==> src/rtl/gshare_predictor_pkg.sv <==
// Shared constants for the gshare/bimodal direction predictor.
package gshare_predictor_pkg;
  localparam int ADDR_WIDTH        = 32;
  localparam int PRED_MODE_BIMODAL = 0;
  localparam int PRED_MODE_GSHARE  = 1;

  localparam logic [0:0] PRED_ST_INIT = 1'b0;
  localparam logic [0:0] PRED_ST_RUN  = 1'b1;
endpackage

==> src/rtl/gshare_predictor_pht.sv <==
// Pattern-history table: counter array with one write port, a bypassed
// predict read (registered MSB) and a raw read for the commit update.
module gshare_predictor_pht #(
  parameter int IDX_BITS = 8,
  parameter int CNT_BITS = 2
) (
  input  logic                clk,
  input  logic                rst_n,
  input  logic                wr_en_in,
  input  logic [IDX_BITS-1:0] wr_idx_in,
  input  logic [CNT_BITS-1:0] wr_cnt_in,
  input  logic                rd_en_in,
  input  logic [IDX_BITS-1:0] rd_idx_in,
  output logic [CNT_BITS-1:0] rd_cnt_out,
  output logic                rd_taken_out,
  input  logic [IDX_BITS-1:0] upd_idx_in,
  output logic [CNT_BITS-1:0] upd_cnt_out
);
  localparam int DEPTH = 1 << IDX_BITS;

  logic [CNT_BITS-1:0] mem_q [DEPTH];
  logic                rd_taken_q;
  logic                rd_taken_d;

  // Write-first: a same-cycle update to the predicted entry is visible to the read.
  always_comb begin
    rd_cnt_out = mem_q[rd_idx_in];
    if (wr_en_in && (wr_idx_in == rd_idx_in)) begin
      rd_cnt_out = wr_cnt_in;
    end
  end

  always_comb begin
    rd_taken_d = rd_taken_q;
    if (rd_en_in) begin
      rd_taken_d = rd_cnt_out[CNT_BITS-1];
    end
  end

  always_ff @(posedge clk) begin
    if (wr_en_in) begin
      mem_q[wr_idx_in] <= wr_cnt_in;
    end
  end

  always_ff @(posedge clk or negedge rst_n) begin
    if (!rst_n) begin
      rd_taken_q <= 1'b0;
    end else begin
      rd_taken_q <= rd_taken_d;
    end
  end

  assign upd_cnt_out  = mem_q[upd_idx_in];
  assign rd_taken_out = rd_taken_q;
endmodule

==> src/rtl/gshare_predictor.sv <==
// Fetch-stage direction predictor: PHT init sequencer, speculative GHR with
// ROB-driven mispredict recovery, index hashing and counter saturation.
module gshare_predictor
  import gshare_predictor_pkg::*;
#(
  parameter int IDX_BITS = 8,
  parameter int CNT_BITS = 2,
  parameter int GHR_LEN  = 8,
  parameter int MODE     = PRED_MODE_GSHARE
) (
  input  logic                  clk,
  input  logic                  rst_n_in,
  input  logic                  rdy_in,
  input  logic                  pred_req_in,
  input  logic [ADDR_WIDTH-1:0] pred_pc_in,
  output logic                  pred_valid_out,
  output logic                  pred_jump_out,
  output logic [GHR_LEN-1:0]    pred_ghr_out,
  output logic                  ready_out,
  input  logic                  upd_en_in,
  input  logic [ADDR_WIDTH-1:0] upd_pc_in,
  input  logic [GHR_LEN-1:0]    upd_ghr_in,
  input  logic                  upd_jump_in,
  input  logic                  upd_mispred_in
);
  localparam logic [CNT_BITS-1:0] INIT_VAL = CNT_BITS'((1 << (CNT_BITS - 1)) - 1);
  localparam logic [IDX_BITS-1:0] LAST_IDX = '1;

  function automatic logic [IDX_BITS-1:0] hash_idx(input logic [IDX_BITS-1:0] base,
                                                   input logic [GHR_LEN-1:0]  hist);
    logic [IDX_BITS-1:0] mix;
    mix = (MODE == PRED_MODE_GSHARE) ? IDX_BITS'(hist) : '0;
    return base ^ mix;
  endfunction

  function automatic logic [CNT_BITS-1:0] sat_step(input logic [CNT_BITS-1:0] cnt,
                                                   input logic                up);
    if (up) begin
      return (cnt == '1) ? cnt : cnt + CNT_BITS'(1);
    end
    return (cnt == '0) ? cnt : cnt - CNT_BITS'(1);
  endfunction

  // Truncating cast keeps this legal for a one-bit history.
  function automatic logic [GHR_LEN-1:0] shift_in(input logic [GHR_LEN-1:0] hist,
                                                  input logic               b);
    return GHR_LEN'({hist, b});
  endfunction

  logic [0:0]          state_q, state_d;
  logic [IDX_BITS-1:0] init_ptr_q, init_ptr_d;
  logic                ready_q, ready_d;
  logic [GHR_LEN-1:0]  ghr_q, ghr_d;
  logic                pred_valid_q, pred_valid_d;
  logic [GHR_LEN-1:0]  pred_ghr_q, pred_ghr_d;

  logic                pht_we;
  logic [IDX_BITS-1:0] pht_wr_idx;
  logic [CNT_BITS-1:0] pht_wr_cnt;
  logic [IDX_BITS-1:0] pred_idx;
  logic [IDX_BITS-1:0] upd_idx;
  logic [CNT_BITS-1:0] pred_cnt;
  logic [CNT_BITS-1:0] upd_cnt;
  logic                pred_fire;
  logic                run_rdy;
  logic                unused_bits;

  assign run_rdy   = rdy_in && (state_q == PRED_ST_RUN);
  assign pred_fire = run_rdy && pred_req_in;
  assign pred_idx  = hash_idx(pred_pc_in[IDX_BITS+1:2], ghr_q);
  assign upd_idx   = hash_idx(upd_pc_in[IDX_BITS+1:2], upd_ghr_in);

  always_comb begin
    pht_we     = 1'b0;
    pht_wr_idx = init_ptr_q;
    pht_wr_cnt = INIT_VAL;
    if (rdy_in) begin
      if (state_q == PRED_ST_INIT) begin
        pht_we = 1'b1;
      end else if (upd_en_in) begin
        pht_we     = 1'b1;
        pht_wr_idx = upd_idx;
        pht_wr_cnt = sat_step(upd_cnt, upd_jump_in);
      end
    end
  end

  always_comb begin
    state_d      = state_q;
    init_ptr_d   = init_ptr_q;
    ready_d      = ready_q;
    ghr_d        = ghr_q;
    pred_valid_d = pred_valid_q;
    pred_ghr_d   = pred_ghr_q;
    if (rdy_in) begin
      if (state_q == PRED_ST_INIT) begin
        init_ptr_d = init_ptr_q + IDX_BITS'(1);
        if (init_ptr_q == LAST_IDX) begin
          state_d = PRED_ST_RUN;
          ready_d = 1'b1;
        end
      end else begin
        pred_valid_d = pred_req_in;
        if (pred_req_in) begin
          pred_ghr_d = ghr_q;
          ghr_d      = shift_in(ghr_q, pred_cnt[CNT_BITS-1]);
        end
        // Recovery wins over the speculative shift of a same-cycle prediction.
        if (upd_en_in && upd_mispred_in) begin
          ghr_d = shift_in(upd_ghr_in, upd_jump_in);
        end
      end
    end
  end

  always_ff @(posedge clk or negedge rst_n_in) begin
    if (!rst_n_in) begin
      state_q      <= PRED_ST_INIT;
      init_ptr_q   <= '0;
      ready_q      <= 1'b0;
      ghr_q        <= '0;
      pred_valid_q <= 1'b0;
      pred_ghr_q   <= '0;
    end else begin
      state_q      <= state_d;
      init_ptr_q   <= init_ptr_d;
      ready_q      <= ready_d;
      ghr_q        <= ghr_d;
      pred_valid_q <= pred_valid_d;
      pred_ghr_q   <= pred_ghr_d;
    end
  end

  gshare_predictor_pht #(
    .IDX_BITS (IDX_BITS),
    .CNT_BITS (CNT_BITS)
  ) u_pred_pht (
    .clk          (clk),
    .rst_n        (rst_n_in),
    .wr_en_in     (pht_we),
    .wr_idx_in    (pht_wr_idx),
    .wr_cnt_in    (pht_wr_cnt),
    .rd_en_in     (pred_fire),
    .rd_idx_in    (pred_idx),
    .rd_cnt_out   (pred_cnt),
    .rd_taken_out (pred_jump_out),
    .upd_idx_in   (upd_idx),
    .upd_cnt_out  (upd_cnt)
  );

  assign unused_bits = ^{pred_pc_in[ADDR_WIDTH-1:IDX_BITS+2], pred_pc_in[1:0],
                         upd_pc_in[ADDR_WIDTH-1:IDX_BITS+2], upd_pc_in[1:0], pred_cnt};

  assign pred_valid_out = pred_valid_q;
  assign pred_ghr_out   = pred_ghr_q;
  assign ready_out      = ready_q;
endmodule

==> config.mk <==
export PLATFORM = sky130hd
export DESIGN_NAME = gshare_predictor
export DESIGN_NICKNAME = d
export VERILOG_FILES = /design/src/rtl/gshare_predictor_pkg.sv /design/src/rtl/gshare_predictor_pht.sv /design/src/rtl/gshare_predictor.sv
export SDC_FILE = /design/constraint.sdc
export NUM_CORES = 1
export LEC_CHECK = 0
export CORE_MARGIN = 4
export CORE_UTILIZATION = 40
export CTS_CLUSTER_SIZE = 24
export DETAILED_ROUTE_END_ITERATION = 10
export HOLD_SLACK_MARGIN = 0.03
export PLACE_DENSITY = 0.54
export RECOVER_POWER = 50
export REMOVE_ABC_BUFFERS = 1
export SKIP_LAST_GASP = 1
export SLEW_MARGIN = 15
export SYNTH_ARGS = -nofsm -noshare
export SYNTH_HDL_FRONTEND = slang
export SYNTH_SLANG_ARGS = --single-unit
==> constraint.sdc <==
create_clock -name clk -period 11.5 [get_ports clk]
set_input_delay 3.45 -clock clk [delete_from_list [all_inputs] [get_ports clk]]
set_output_delay 3.45 -clock clk [all_outputs]
set_load 0.01 [all_outputs]
==> impl_metrics.py <==
metrics = {
    "outcome": {
        "status": "finished with violations",
        "failed_checks": "capacitance limit, slew limit",
    },
    "clock_tree": {
        "cts.repair.resized": 0,
        "clockBufferDepth": 3,
        "htree_levels": 2,
        "post_cts_buffers": 0,
        "cts.sinks": 540,
        "cts_made_buffers": 58,
        "cts_hold_buf": 0,
        "clock_latency_ns": 0.63,
        "ctsRootBufferMaster": "clkbuf_16",
        "cts_tree": "built",
        "path_clk_slew_ns": 0.06,
    },
    "routing": {
        "drt-total-wl_mm": 70.89,
        "vias_per_cell": 5.876,
        "drc": 0,
        "first_pass_iters": 7,
        "antenna_left": 0,
        "wl_per_cell_um": 27.81,
        "vias": 14980,
        "dr.first_iter.drc_count": 1502,
    },
    "global_route": {
        "grt_overflow": 0,
        "grt_pass1_wl_mm": 103.1,
        "grt_pass1_vias": 15190,
        "met3_usage_pct": 5.561,
        "grtUsageMet1_pct": 29.25,
        "grt_max_degree": 257,
        "track_usage_pct": 21.35,
        "antenna_found_initial": 1,
        "gr-usage-met2_pct": 33.60,
        "busiest_layer": "met2",
    },
    "synthesis": {
        "synth_area_sq_um": 24630,
        "synth_ff_type": "edfxtp_1",
        "muxShareOfSynthArea_pct": 16.33,
        "synth.top_cell.area_share_pct": 62.43,
        "synth-edff-count": 512,
        "synth_compound_area_share_pct": 4.633,
        "synth_cell_type_count": 57,
        "yosysWarnings": 0,
        "synth-seq-cells": 540,
        "ys_async_sr_fraction_pct": 5.185,
        "synth_top_family_by_area": "multiplexers",
        "yosys-top-cells-area": "edfxtp_1 62%, mux4_2 12%, nor2_1 4.4%, nand2_1 3.2%, dfrtp_1 2.8%",
        "synth_top_area_cell": "edfxtp_1",
        "yosysSeqAreaShare_pct": 65.27,
        "avgSynthCellArea_sq_um": 14.62,
        "synthAdderAreaFrac_pct": 0.1422,
        "synth-simple-area-share_pct": 9.942,
        "synth_cells": 1685,
        "synthXorXnorAreaFrac_pct": 1.494,
    },
    "pwr": {
        "leakagePower_nw": 9.553,
        "power_density_nw_per_um2": 166.2,
        "irDropWorstVdd_uv": 106.3,
    },
    "setup_path": {
        "cp_max_fo": 256,
        "reg2reg_to": "u_pred_pht.mem_q[245][1]",
        "r2r_slack_ns": 7.08,
        "path_class": "in2reg",
        "cp_cell_sequence": "dlygate4sd3_1 -> xnor2_4 -> buf_4 -> clkbuf_1 -> mux4_2 -> a22oi_1 -> a31oi_1 -> nand3_1 -> nand4_1 -> maj3_2 -> nor2b_4 -> buf_12",
        "critPathTopFamily": "buffers and inverters",
        "critPathLaunchType": "input port",
        "slowest_delay_ns": 1.87,
        "slowest_stage": "clkbuf_1",
        "crit_arrival_ns": 9.48,
        "rr_startpoint": "state_q",
        "crit_buf_inv": 4,
        "crit_required_ns": 11.75,
        "endpoint_kind": "flop",
        "rr_worst_depth": 6,
    },
    "min_path": {
        "min_from": "ready_out",
        "holdPathEnd": "ready_out",
        "hold_depth": 1,
        "hp-class": "reg2reg",
    },
    "sta": {
        "whs_ns": 0.4755,
        "fin_skew_ns": 0.02831,
        "fin_ws_ns": 2.269,
        "tightestPinTransition_ns": 2.582,
        "setup_viol": 0,
        "period_needed_ns": 9.231,
        "fmaxAchievable_mhz": 108.3,
        "drv_slew": 203,
        "post-route-period-util_pct": 80.27,
        "hold_viol": 0,
        "rsz0062_at_grt": "false",
        "slew_headroom_pct": -72.13,
    },
    "placement": {
        "port_buffers": 41,
        "hpwl_mm": 41.86,
        "place_inst": 2441,
        "place_congestion": 0.8264,
        "place_ws_ns": 2.375,
        "placed_cell_area_sq_um": 25980,
    },
    "floorplanning": {
        "start_util_pct": 40.58,
        "io_pins": 90,
        "die_h_um": 256.1,
        "num_rows": 90,
        "die_w_um": 256.1,
        "core_sq_um": 60700,
        "die_area_sq_um": 65610,
    },
    "cells_and_area": {
        "final_cells": 2549,
        "layout.nets": 1799,
        "layout-drive-gt1-share_pct": 15.90,
        "final_area_sq_um": 27830,
        "fillers": 5357,
        "diodes": 0,
        "syn2layout_area_growth_pct": 13.00,
    },
    "flow_run": {
        "maxCapViolCount": 14,
    },
}
placed cells by master (no fill, tap or decap), types with 4 or more instances in the layout:
cell and count:
clkdlybuf4s50_1 27, nor4_1 30, o21ai_0 13, clkinv_2 15, nor2_1 284, a221oi_1 5, clkbuf_1 23, dlygate4sd3_1 14
a21oi_1 82, xor2_1 13, a22oi_1 25, nand3_1 33, mux2i_1 64, dfrtp_1 28, mux2_2 8, clkbuf_16 60
xor2_4 4, o22ai_1 26, o21a_1 6, clkinv_1 6, a22o_1 8, nor3_1 4, xnor2_1 18, nand4_1 5
or4_1 4, and3_1 4, a31oi_1 4, bufinv_16 5, buf_4 25, mux4_2 131, nand2_1 213, buf_12 4
edfxtp_1 512, mux4_1 13
final cells by class:
type                       instances  area (sq um)  area share [%]
clock inverter                    35         344.1           1.236
clock buffer                      73          1570           5.642
multi-input combinational       1035          8130           29.21
tap                              782         978.4           3.516
inverter                           2         7.507         0.02698
timing repair buffer              82         723.2           2.599
sequential                       540         16080           57.76
per-layer routing:
metal,wire [um],part of all wire [%]
met5,14,0.020
met4,2053,2.9
met3,6035,8.5
met2,33230,47
met1,29560,42
kinds of logic (layout without fill, tap and decap cells):
kind of cell,count (synthesis),count (layout)
compound gates,184,184
buf+inv,110,192
xor+xnor,39,39
flops,540,540
mux,216,216
fa+ha+maj,3,3
simple gates,593,593
worst reg2reg max path, stage by stage, from the launching register on:
cell and delay, ns:
dfrtp_1 0.46, nand3_1 0.67, nand2_1 0.30, o21ai_0 0.23, nor2_1 0.55, nand3_1 1.28, nor2_1 0.61
synthesized netlist by cell type (all sizes together) (2+ instances only):
| library cell | count |
|---|---|
| a31oi | 4 |
| a22o | 8 |
| a41o | 2 |
| or4 | 5 |
| maj3 | 2 |
| xnor2 | 22 |
| a21oi | 82 |
| nor2b | 4 |
| nor4 | 30 |
| mux2i | 64 |
| buf | 46 |
| o22ai | 27 |
| nand4 | 5 |
| inv | 2 |
| nor2 | 286 |
| nand3 | 37 |
| o21a | 6 |
| mux4 | 144 |
| nor3 | 4 |
| edfxtp | 512 |
| and3 | 4 |
| dfrtp | 28 |
| a311oi | 2 |
| a22oi | 25 |
| o21ai | 15 |
| a221oi | 6 |
| clkbuf | 62 |
| mux2 | 8 |
| nand2 | 213 |
| xor2 | 17 |
stage by stage:
| step | power, mW | setup TNS, ns | utilization, % |
|---|---|---|---|
| floorplan | 2.563 | -4642.80 | - |
| global placement | 2.809 | 0 | 42.80 |
| detailed placement | 2.810 | 0 | 42.80 |
| CTS | 4.667 | 0 | 45.96 |
| global route | 4.783 | 0 | 45.85 |
| finish | 4.626 | 0 | 45.85 |
flip-flops by register name, indices dropped and copies added, names as in the netlist:
register / flops
ghr_q: 8
init_ptr_q: 8
pred_ghr_out: 8
pred_valid_out: 1
ready_out: 1
state_q: 1
u_pred_pht.mem_q: 512
u_pred_pht.rd_taken_out: 1
worst max path at each step:
| stage | from | end | slack [ns] | cells after the start |
|---|---|---|---|---|
| final | upd_ghr_in[0] | u_pred_pht.mem_q[156][1] | 2.27 | 12 |
| after global routing | upd_ghr_in[0] | u_pred_pht.mem_q[209][1] | 1.81 | 12 |
| after CTS | upd_ghr_in[1] | u_pred_pht.mem_q[216][0] | 3.00 | 12 |
| after detailed placement | upd_ghr_in[1] | u_pred_pht.mem_q[89][0] | 2.38 | 12 |
| after global placement | upd_ghr_in[1] | u_pred_pht.mem_q[213][0] | 2.41 | 12 |
| after floorplan | upd_ghr_in[1] | u_pred_pht.mem_q[0][1] | -11.14 | 9 |
power by group:
group / switching, mW / internal, mW
Sequential: 0.0222 / 2.15
Clock: 0.779 / 1.08
Combinational: 0.443 / 0.148
Total: 1.24 / 3.38
Power figures use the tool's default switching activity.
